--- config.mk ---
export PLATFORM = sky130hd
export DESIGN_NAME = b2g_stream
export DESIGN_NICKNAME = d
export VERILOG_FILES = /design/src/rtl/conv_pkg.sv /design/src/rtl/conv_skid_buf.sv /design/src/rtl/b2g_stream.sv
export SDC_FILE = /design/constraint.sdc
export NUM_CORES = 1
export LEC_CHECK = 0
export CAP_MARGIN = 20
export CORE_UTILIZATION = 46
export DETAILED_ROUTE_END_ITERATION = 7
export PLACE_DENSITY = 0.84
export SLEW_MARGIN = 20
export SYNTH_ARGS = -nofsm -noshare
export SYNTH_HDL_FRONTEND = slang
export SYNTH_SLANG_ARGS = --single-unit
--- constraint.sdc ---
create_clock -name i_clk -period 1.8 [get_ports i_clk]
set_input_delay 0.27 -clock i_clk [delete_from_list [all_inputs] [get_ports i_clk]]
set_output_delay 0.27 -clock i_clk [all_outputs]
set_load 0.03 [all_outputs]
--- src/rtl/conv_pkg.sv ---
// Shared code-converter definitions used by the binary-to-Gray and
// Gray-to-binary paths.
package conv_pkg;

    localparam int CONV_W_DEFAULT = 4;
    localparam int CONV_W_MAX     = 32;

    // Gray encode; narrower words are zero-extended so the shifted-in bit is 0
    function automatic logic [CONV_W_MAX-1:0] bin2gray(input logic [CONV_W_MAX-1:0] b);
        return b ^ (b >> 1);
    endfunction

endpackage

--- src/rtl/conv_skid_buf.sv ---
// Two-entry valid/ready skid buffer. The head register drives the output;
// the tail register absorbs the word accepted while the upstream ready is
// still catching up with downstream backpressure.
module conv_skid_buf #(
    parameter int DW = 5
) (
    input  logic          i_clk,
    input  logic          i_rst,
    input  logic          i_push,
    input  logic [DW-1:0] i_data,
    input  logic          i_pop,
    output logic          o_valid,
    output logic [DW-1:0] o_data,
    output logic [1:0]    o_count
);

    logic [DW-1:0] r_head;
    logic [DW-1:0] r_tail;
    logic          r_head_v;
    logic          r_tail_v;

    // Occupancy update; a push while both entries are held is dropped
    // because the source side never issues one
    always_ff @(posedge i_clk or posedge i_rst) begin
        if (i_rst) begin
            r_head   <= '0;
            r_tail   <= '0;
            r_head_v <= 1'b0;
            r_tail_v <= 1'b0;
        end else if (r_tail_v) begin
            if (i_pop) begin
                r_head   <= r_tail;
                r_tail_v <= 1'b0;
            end
        end else if (r_head_v) begin
            if (i_push && i_pop) begin
                r_head <= i_data;
            end else if (i_push) begin
                r_tail   <= i_data;
                r_tail_v <= 1'b1;
            end else if (i_pop) begin
                r_head_v <= 1'b0;
            end
        end else if (i_push) begin
            r_head   <= i_data;
            r_head_v <= 1'b1;
        end
    end

    // Head drives the output; tail valid implies head valid
    always_comb begin
        o_valid = r_head_v;
        o_data  = r_head;
        o_count = {r_tail_v, r_head_v & ~r_tail_v};
    end

endmodule

--- src/rtl/b2g_stream.sv ---
// Streaming binary-to-Gray encoder. Words come from the external stream or
// from an internal free-running counter, are Gray-encoded before buffering,
// and leave through a 2-entry skid buffer together with a wrap marker.
module b2g_stream
    import conv_pkg::*;
#(
    parameter int WIDTH = CONV_W_DEFAULT
) (
    input  logic             i_clk,
    input  logic             i_rst,
    input  logic             i_src_sel,
    input  logic             i_cnt_clr,
    input  logic             i_in_valid,
    output logic             o_in_ready,
    input  logic [WIDTH-1:0] i_bin_in,
    output logic             o_out_valid,
    input  logic             i_out_ready,
    output logic [WIDTH-1:0] o_gray_out,
    output logic             o_out_last
);

    logic [WIDTH-1:0] r_cnt;
    logic             r_in_ready;

    logic             w_push_ext;
    logic             w_push_cnt;
    logic             w_push;
    logic             w_pop;
    logic             w_space;
    logic [WIDTH-1:0] w_bin;
    logic [WIDTH-1:0] w_gray;
    logic             w_last;
    logic [1:0]       w_count;
    logic [1:0]       w_count_nxt;
    logic [WIDTH:0]   w_buf_data;

    // Source selection, encoding and next-occupancy prediction
    always_comb begin
        w_space     = (w_count != 2'd2);
        w_push_ext  = ~i_src_sel & i_in_valid & r_in_ready;
        w_push_cnt  = i_src_sel & w_space;
        w_push      = w_push_ext | w_push_cnt;
        w_pop       = o_out_valid & i_out_ready;
        w_bin       = i_src_sel ? r_cnt : i_bin_in;
        w_gray      = WIDTH'(bin2gray(CONV_W_MAX'(w_bin)));
        w_last      = i_src_sel & (r_cnt == {WIDTH{1'b1}});
        w_count_nxt = w_count + {1'b0, w_push} - {1'b0, w_pop};
    end

    // Counter advances only when its value is enqueued; clear wins but the
    // pre-clear value is what gets enqueued in the same cycle
    always_ff @(posedge i_clk or posedge i_rst) begin
        if (i_rst) begin
            r_cnt <= '0;
        end else if (i_cnt_clr) begin
            r_cnt <= '0;
        end else if (w_push_cnt) begin
            r_cnt <= r_cnt + 1'b1;
        end
    end

    // Registered ready: open while at most one entry remains after this cycle
    always_ff @(posedge i_clk or posedge i_rst) begin
        if (i_rst) begin
            r_in_ready <= 1'b0;
        end else begin
            r_in_ready <= ~i_src_sel & (w_count_nxt <= 2'd1);
        end
    end

    conv_skid_buf #(
        .DW (WIDTH + 1)
    ) u_skid (
        .i_clk   (i_clk),
        .i_rst   (i_rst),
        .i_push  (w_push),
        .i_data  ({w_last, w_gray}),
        .i_pop   (w_pop),
        .o_valid (o_out_valid),
        .o_data  (w_buf_data),
        .o_count (w_count)
    );

    // Output unpacking
    always_comb begin
        o_in_ready = r_in_ready;
        o_gray_out = w_buf_data[WIDTH-1:0];
        o_out_last = w_buf_data[WIDTH];
    end

endmodule

---- Word-level counts from Yosys, hierarchy flattened ----
Cells that the tools add are included.
word-level totals
  register bits ........................... 17
  bits in read-only memories .............. 0
  bits in latches ......................... 0
  memories kept ........................... 0
  bits in writable memories ............... 0
  output and inout bits ................... 7
cells by class
  order comparisons ....................... 1
  mux-type cells .......................... 16
  multipliers ............................. 0
  div/mod/pow operators ................... 0
  bitwise operators ....................... 12
  $add $sub $neg .......................... 3
  shift-type cells ........................ 0
  reductions and logical operators ........ 5
  equal/unequal tests ..................... 4
operators with widths
  cell                                                                   number
  5-bit 2-to-1 mux                                                       5
  4-bit 2-to-1 mux                                                       3
  1-bit 2-to-1 mux                                                       8
  1-bit bitwise AND                                                      7
  4-bit by 1-bit adder with 4-bit output, second input constant          1
  4-bit == test, second input constant                                   1
  4-bit AND reduction                                                    1
  4-bit by 3-bit bitwise XOR with 4-bit output                           1
  3-bit != test, second input constant                                   1
  1-bit inverter                                                         3
  3-bit AND reduction                                                    1
  3-bit nonzero test                                                     1
  2-bit by 1-bit adder with 2-bit output                                 1
  2-bit by 1-bit <= comparator with 1-bit output, second input constant  1
  2-bit by 1-bit != test with 1-bit output, second input constant        1
  2-bit != test, second input constant                                   1
  2-bit nonzero test                                                     1
  2-bit by 1-bit subtractor with 2-bit output                            1
  1-bit logical AND                                                      1
  1-bit OR                                                               1

---- Longest topological paths before layout ----
  depth in word-level cells ............... 9
  depth in mapped cells ................... 8
  mapped depth without buffers ............ 8

---- Hierarchy ----
From an unflattened synthesis, not the netlist that was laid out.
unflattened totals
  cells, all modules ...................... 84
  area total of the unflattened synthesis .. 983.4 um^2
by module, submodules not included
  module         seq. area each (um^2)  cells each  area an instance (um^2)  instances
  conv_skid_buf  300.3                  39          574.3                    1
  b2g_stream     125.1                  45          409.1                    1

---- Least setup slack after synthesis ----
OpenSTA, ideal clock, no wires.
  kind .................................... register to register
  start point ............................. reg r_in_ready (netlist: o_in_ready)
  end point ............................... reg u_skid.r_tail[0]
  setup slack ............................. -397 ps
  period minus slack after synthesis ...... 2,197 ps
  library setup time ...................... 96 ps
  stages on the path, launching flop included .. 8
  arrival time ............................ 2,101 ps
  cells stage by stage .................... dfrtp_1 and2_0 mux2i_1 inv_1 ha_1 nor3b_2 o21ai_1 o31ai_1
between the ends
  cells in the longest elaborated chain, start to end .. 5
RTL lines
  item                                    line                 RTL
  start: declaration                      b2g_stream.sv:23     logic r_in_ready;
  start signal: assignment                b2g_stream.sv:67     r_in_ready <= ~i_src_sel & (w_count_nxt <= 2'd1);
  1-bit bitwise AND *                     b2g_stream.sv:40     w_push_ext = ~i_src_sel & i_in_valid & r_in_ready;
  1-bit OR *                              b2g_stream.sv:42     w_push = w_push_ext | w_push_cnt;
  1-bit logical AND                       conv_skid_buf.sv:36  if (i_push && i_pop) begin
  1-bit inverter (no source line)         -
  4-bit AND reduction (no source line) *  -
  end signal: assignment                  conv_skid_buf.sv:39  r_tail <= i_data;
  end: declaration                        conv_skid_buf.sv:18  logic [DW-1:0] r_tail;
Mark *: on every way between the ends. The rest lies on a longest branch, timed or not.
A chain may end at the register's enable or synchronous reset.

---- Final worst setup path ----
  start point ............................. in i_in_valid
  end point ............................... reg u_skid.r_head[4] (netlist: u_skid.o_data[4])
between the ends
  cells in the longest elaborated chain, start to end .. 6
RTL lines
  item                                    line                 RTL
  start: declaration                      b2g_stream.sv:13     input logic i_in_valid,
  1-bit bitwise AND * (2 in a row)        b2g_stream.sv:40
  1-bit OR *                              b2g_stream.sv:42
  1-bit logical AND                       conv_skid_buf.sv:36
  3-bit != test (no source line)          -
  3-bit AND reduction (no source line) *  -
  end signal: assignment                  conv_skid_buf.sv:32  r_head <= r_tail;
  end signal: assignment                  conv_skid_buf.sv:37  r_head <= i_data;
  end signal: assignment                  conv_skid_buf.sv:45  r_head <= i_data;
  end: declaration                        conv_skid_buf.sv:17  logic [DW-1:0] r_head;
Marks and branches as above.

==> flow_metrics.tcl <==
set metrics [dict create \
    setup_viol 0 \
    cap_violations 0 \
    antenna_found_initial 0 \
    cts_root_buffer "clkbuf_4" \
    numPlacedInstances 144 \
    vias 812 \
    numCtsBuffers 3 \
    drt_iter0_drc 20 \
    seq_area_frac_synth_pct 44.3 \
    clock_path_buffers 2 \
    yosys_warnings 0 \
    grt_pass1_wl_um 3110 \
    yosys.area.top_type "dfrtp_1" \
    post-route-period-util_pct 96.3 \
    drive_gt1_share_pct 24.8 \
    ys_seq_elements 17 \
    grt_util_all_layers_pct 20.0 \
    power_density_nw_per_um2 1460 \
    synth-async-reset-ratio_pct 100 \
    cp.required_ns 1.98 \
    hpwlAfterDp_um 1540 \
    ant_nets 0 \
    total_leakage_power_nw 0.597 \
    routed_wirelength_um 1960 \
    critPathArrivalTime_ns 1.92 \
    drc 0 \
    cts.sinks 17 \
    boundaryPins 17 \
    core-area_um2 1960 \
    ctsHtreeMaxLevel 1 \
    clk_pin_slew_ns 0.10 \
    die_x_um 47.7 \
    slew_viol_final 0 \
    hold_viol_final 0 \
    timing.setup.tns_ns 0 \
    final_cells 148 \
    nNetsFinal 137 \
    critical_path_class "input port to flip-flop" \
    design_power_total_w 0.00189 \
    clk_latency_ns 0.29 \
    yosysMostFrequentCell "dfrtp_1" \
    skew_ns 0.00583 \
    synth.top_cells.by_area "dfrtp_1 44%, ha_1 6.5%, xor2_1 6.4%" \
    fin_crit_ns 1.73 \
    syn2layout_area_growth_pct 34.3 \
    fmax_ghz 0.577 \
    crit_path_max_fanout 5 \
    synth_commonest_cells "17 x dfrtp_1, 8 x a21oi_1, 8 x nand2_1, 7 x nor2_1, 7 x xor2_1" \
    worstHoldPathType "input port to async pin" \
    netlist_area_um2 960 \
    initial_utilization_pct 48.9 \
    synthDistinctLibCells 27 \
    endpoint_kind "flip-flop" \
    status "complete, no violations" \
    grt_overflow 0 \
    diodes 0 \
    synthCells 95 \
    syn_nets 110 \
    hold-worst-slack_ns 0.278 \
    worstMarginPinSlew_ns 0.478 \
    drt-vias-per-instance 5.49 \
    utilization_pct 65.7 \
    portBuffers 16 \
    firstDrtPassIters 4 \
    avgSynthCellArea_um2 10.1 \
    start_kind "input port" \
    tritoncts "yes" \
    grt_pass1_vias 727 \
    synth_edf_count 0 \
    grt_max_degree 13 \
    gp_congestion 0.853 \
    synth_top_area_share_pct 44.3 \
    die_y_um 47.7 \
    wl_per_cell_um 13.3 \
    peakVddDrop_uv 918 \
    max-slew-margin-rel_pct 68.1 \
    num_rows 16 \
    rsz0062_at_grt "true" \
    synth-main-ff-cell "dfrtp_1" \
    die_area_um2 2270 \
]
-- worst paths after layout --
path	from	end	slack [ns]	cells after the start
max in group asynchronous	i_rst	u_skid.r_tail[1]$_DFFE_PP0P_	1.04	3
worst min-delay path	i_rst	u_skid.o_data[0]$_DFFE_PP0P_	0.28	2
worst max-delay path	i_in_valid	u_skid.o_data[4]$_DFFE_PP0P_	0.07	8
worst max register to register	o_in_ready$_DFF_PP0_	u_skid.o_data[4]$_DFFE_PP0P_	0.09	7
min in group i_clk	u_skid.r_tail[2]$_DFFE_PP0P_	u_skid.r_tail[2]$_DFFE_PP0P_	0.49	2
worst min register to register	u_skid.r_tail[2]$_DFFE_PP0P_	u_skid.r_tail[2]$_DFFE_PP0P_	0.49	2
-- layout make-up --
type                    instances  area [um2]
well taps                      27        33.8
flip-flops and latches         17         428
repair buffers                 26         234
clock buffers                   4        26.3
fillers                       175         673
inverters                       5        18.8
multi-input cells              69         548
-- routing by layer --
metal  vias to the layer above  GRT usage, %  share of wire [%]
met1                       403          25.7                 41
met2                        22          34.0                 52
met4                         0          6.67                2.3
li1                        382             -                  -
met3                         5          4.15                4.4
met5                         -             0                  0
-- where the power goes --
group	switching, W	total [W]	internal (W)
Clock	0.000120	0.000206	0.0000863
Combinational	0.000560	0.00108	0.000521
Sequential	0.0000876	0.000600	0.000513
Total	0.000767	0.00189	0.00112
-- cell usage in the layout (no fill, tap or decap), types with 2 or more instances in the layout --
cell             Yosys  final
inv_2                1      2
xor2_1               7      7
o22ai_1              3      3
nor2_1               7      7
nand2_1              8      8
clkbuf_4             0      3
a21oi_1              8      8
ha_1                 5      4
nor2b_1              3      3
clkdlybuf4s50_1      0     15
o21ai_0              5      5
dfrtp_2              0      2
mux2_2               5      5
dfrtp_1             17     15
o31ai_1              3      2
mux2i_1              3      2
inv_1                4      3
xnor2_1              2      2
buf_4                0     10
-- worst max-delay path: stages --
cell             delay [ns]
clkdlybuf4s50_1        0.46
and2_4                 0.16
mux2i_4                0.07
inv_2                  0.08
ha_4                   0.14
nor3b_4                0.05
a221oi_4               0.31
mux2_2                 0.38
-- sequential cells by signal (all words and copies together), names as in the netlist --
| signal | flops |
|---|---|
| u_skid.r_tail_v | 1 |
| r_cnt | 4 |
| o_in_ready | 1 |
| u_skid.o_data | 5 |
| u_skid.r_tail | 5 |
| u_skid.o_valid | 1 |
-- logic make-up after synthesis --
logic type | share of synthesized area (%)
xor+xnor | 8.21
fa+ha+maj | 6.52
simple gates | 12.9
mux | 9.00
buf+inv | 3.78
flops | 44.3
compound gates | 15.3
-- what timing repair did --
item	4_1_cts	5_1_grt
gates resized for setup	2	1
hold endpoints to repair	0	0
buffers inserted	0	0
pin swaps	1	0
setup endpoints to repair	2	3
cloned	0	0
hold buffers	0	0
-- metrics by stage --
stage | area (um2) | setup WS (ns)
6_report | 1290 | 0.0661
3_5_place_dp | 1250 | -0.337
2_1_floorplan | 1000 | -0.0141
3_3_place_gp | 1250 | -0.242
5_1_grt | 1290 | -0.00805
4_1_cts | 1280 | 0.0584
Power figures use the tool's default switching activity.
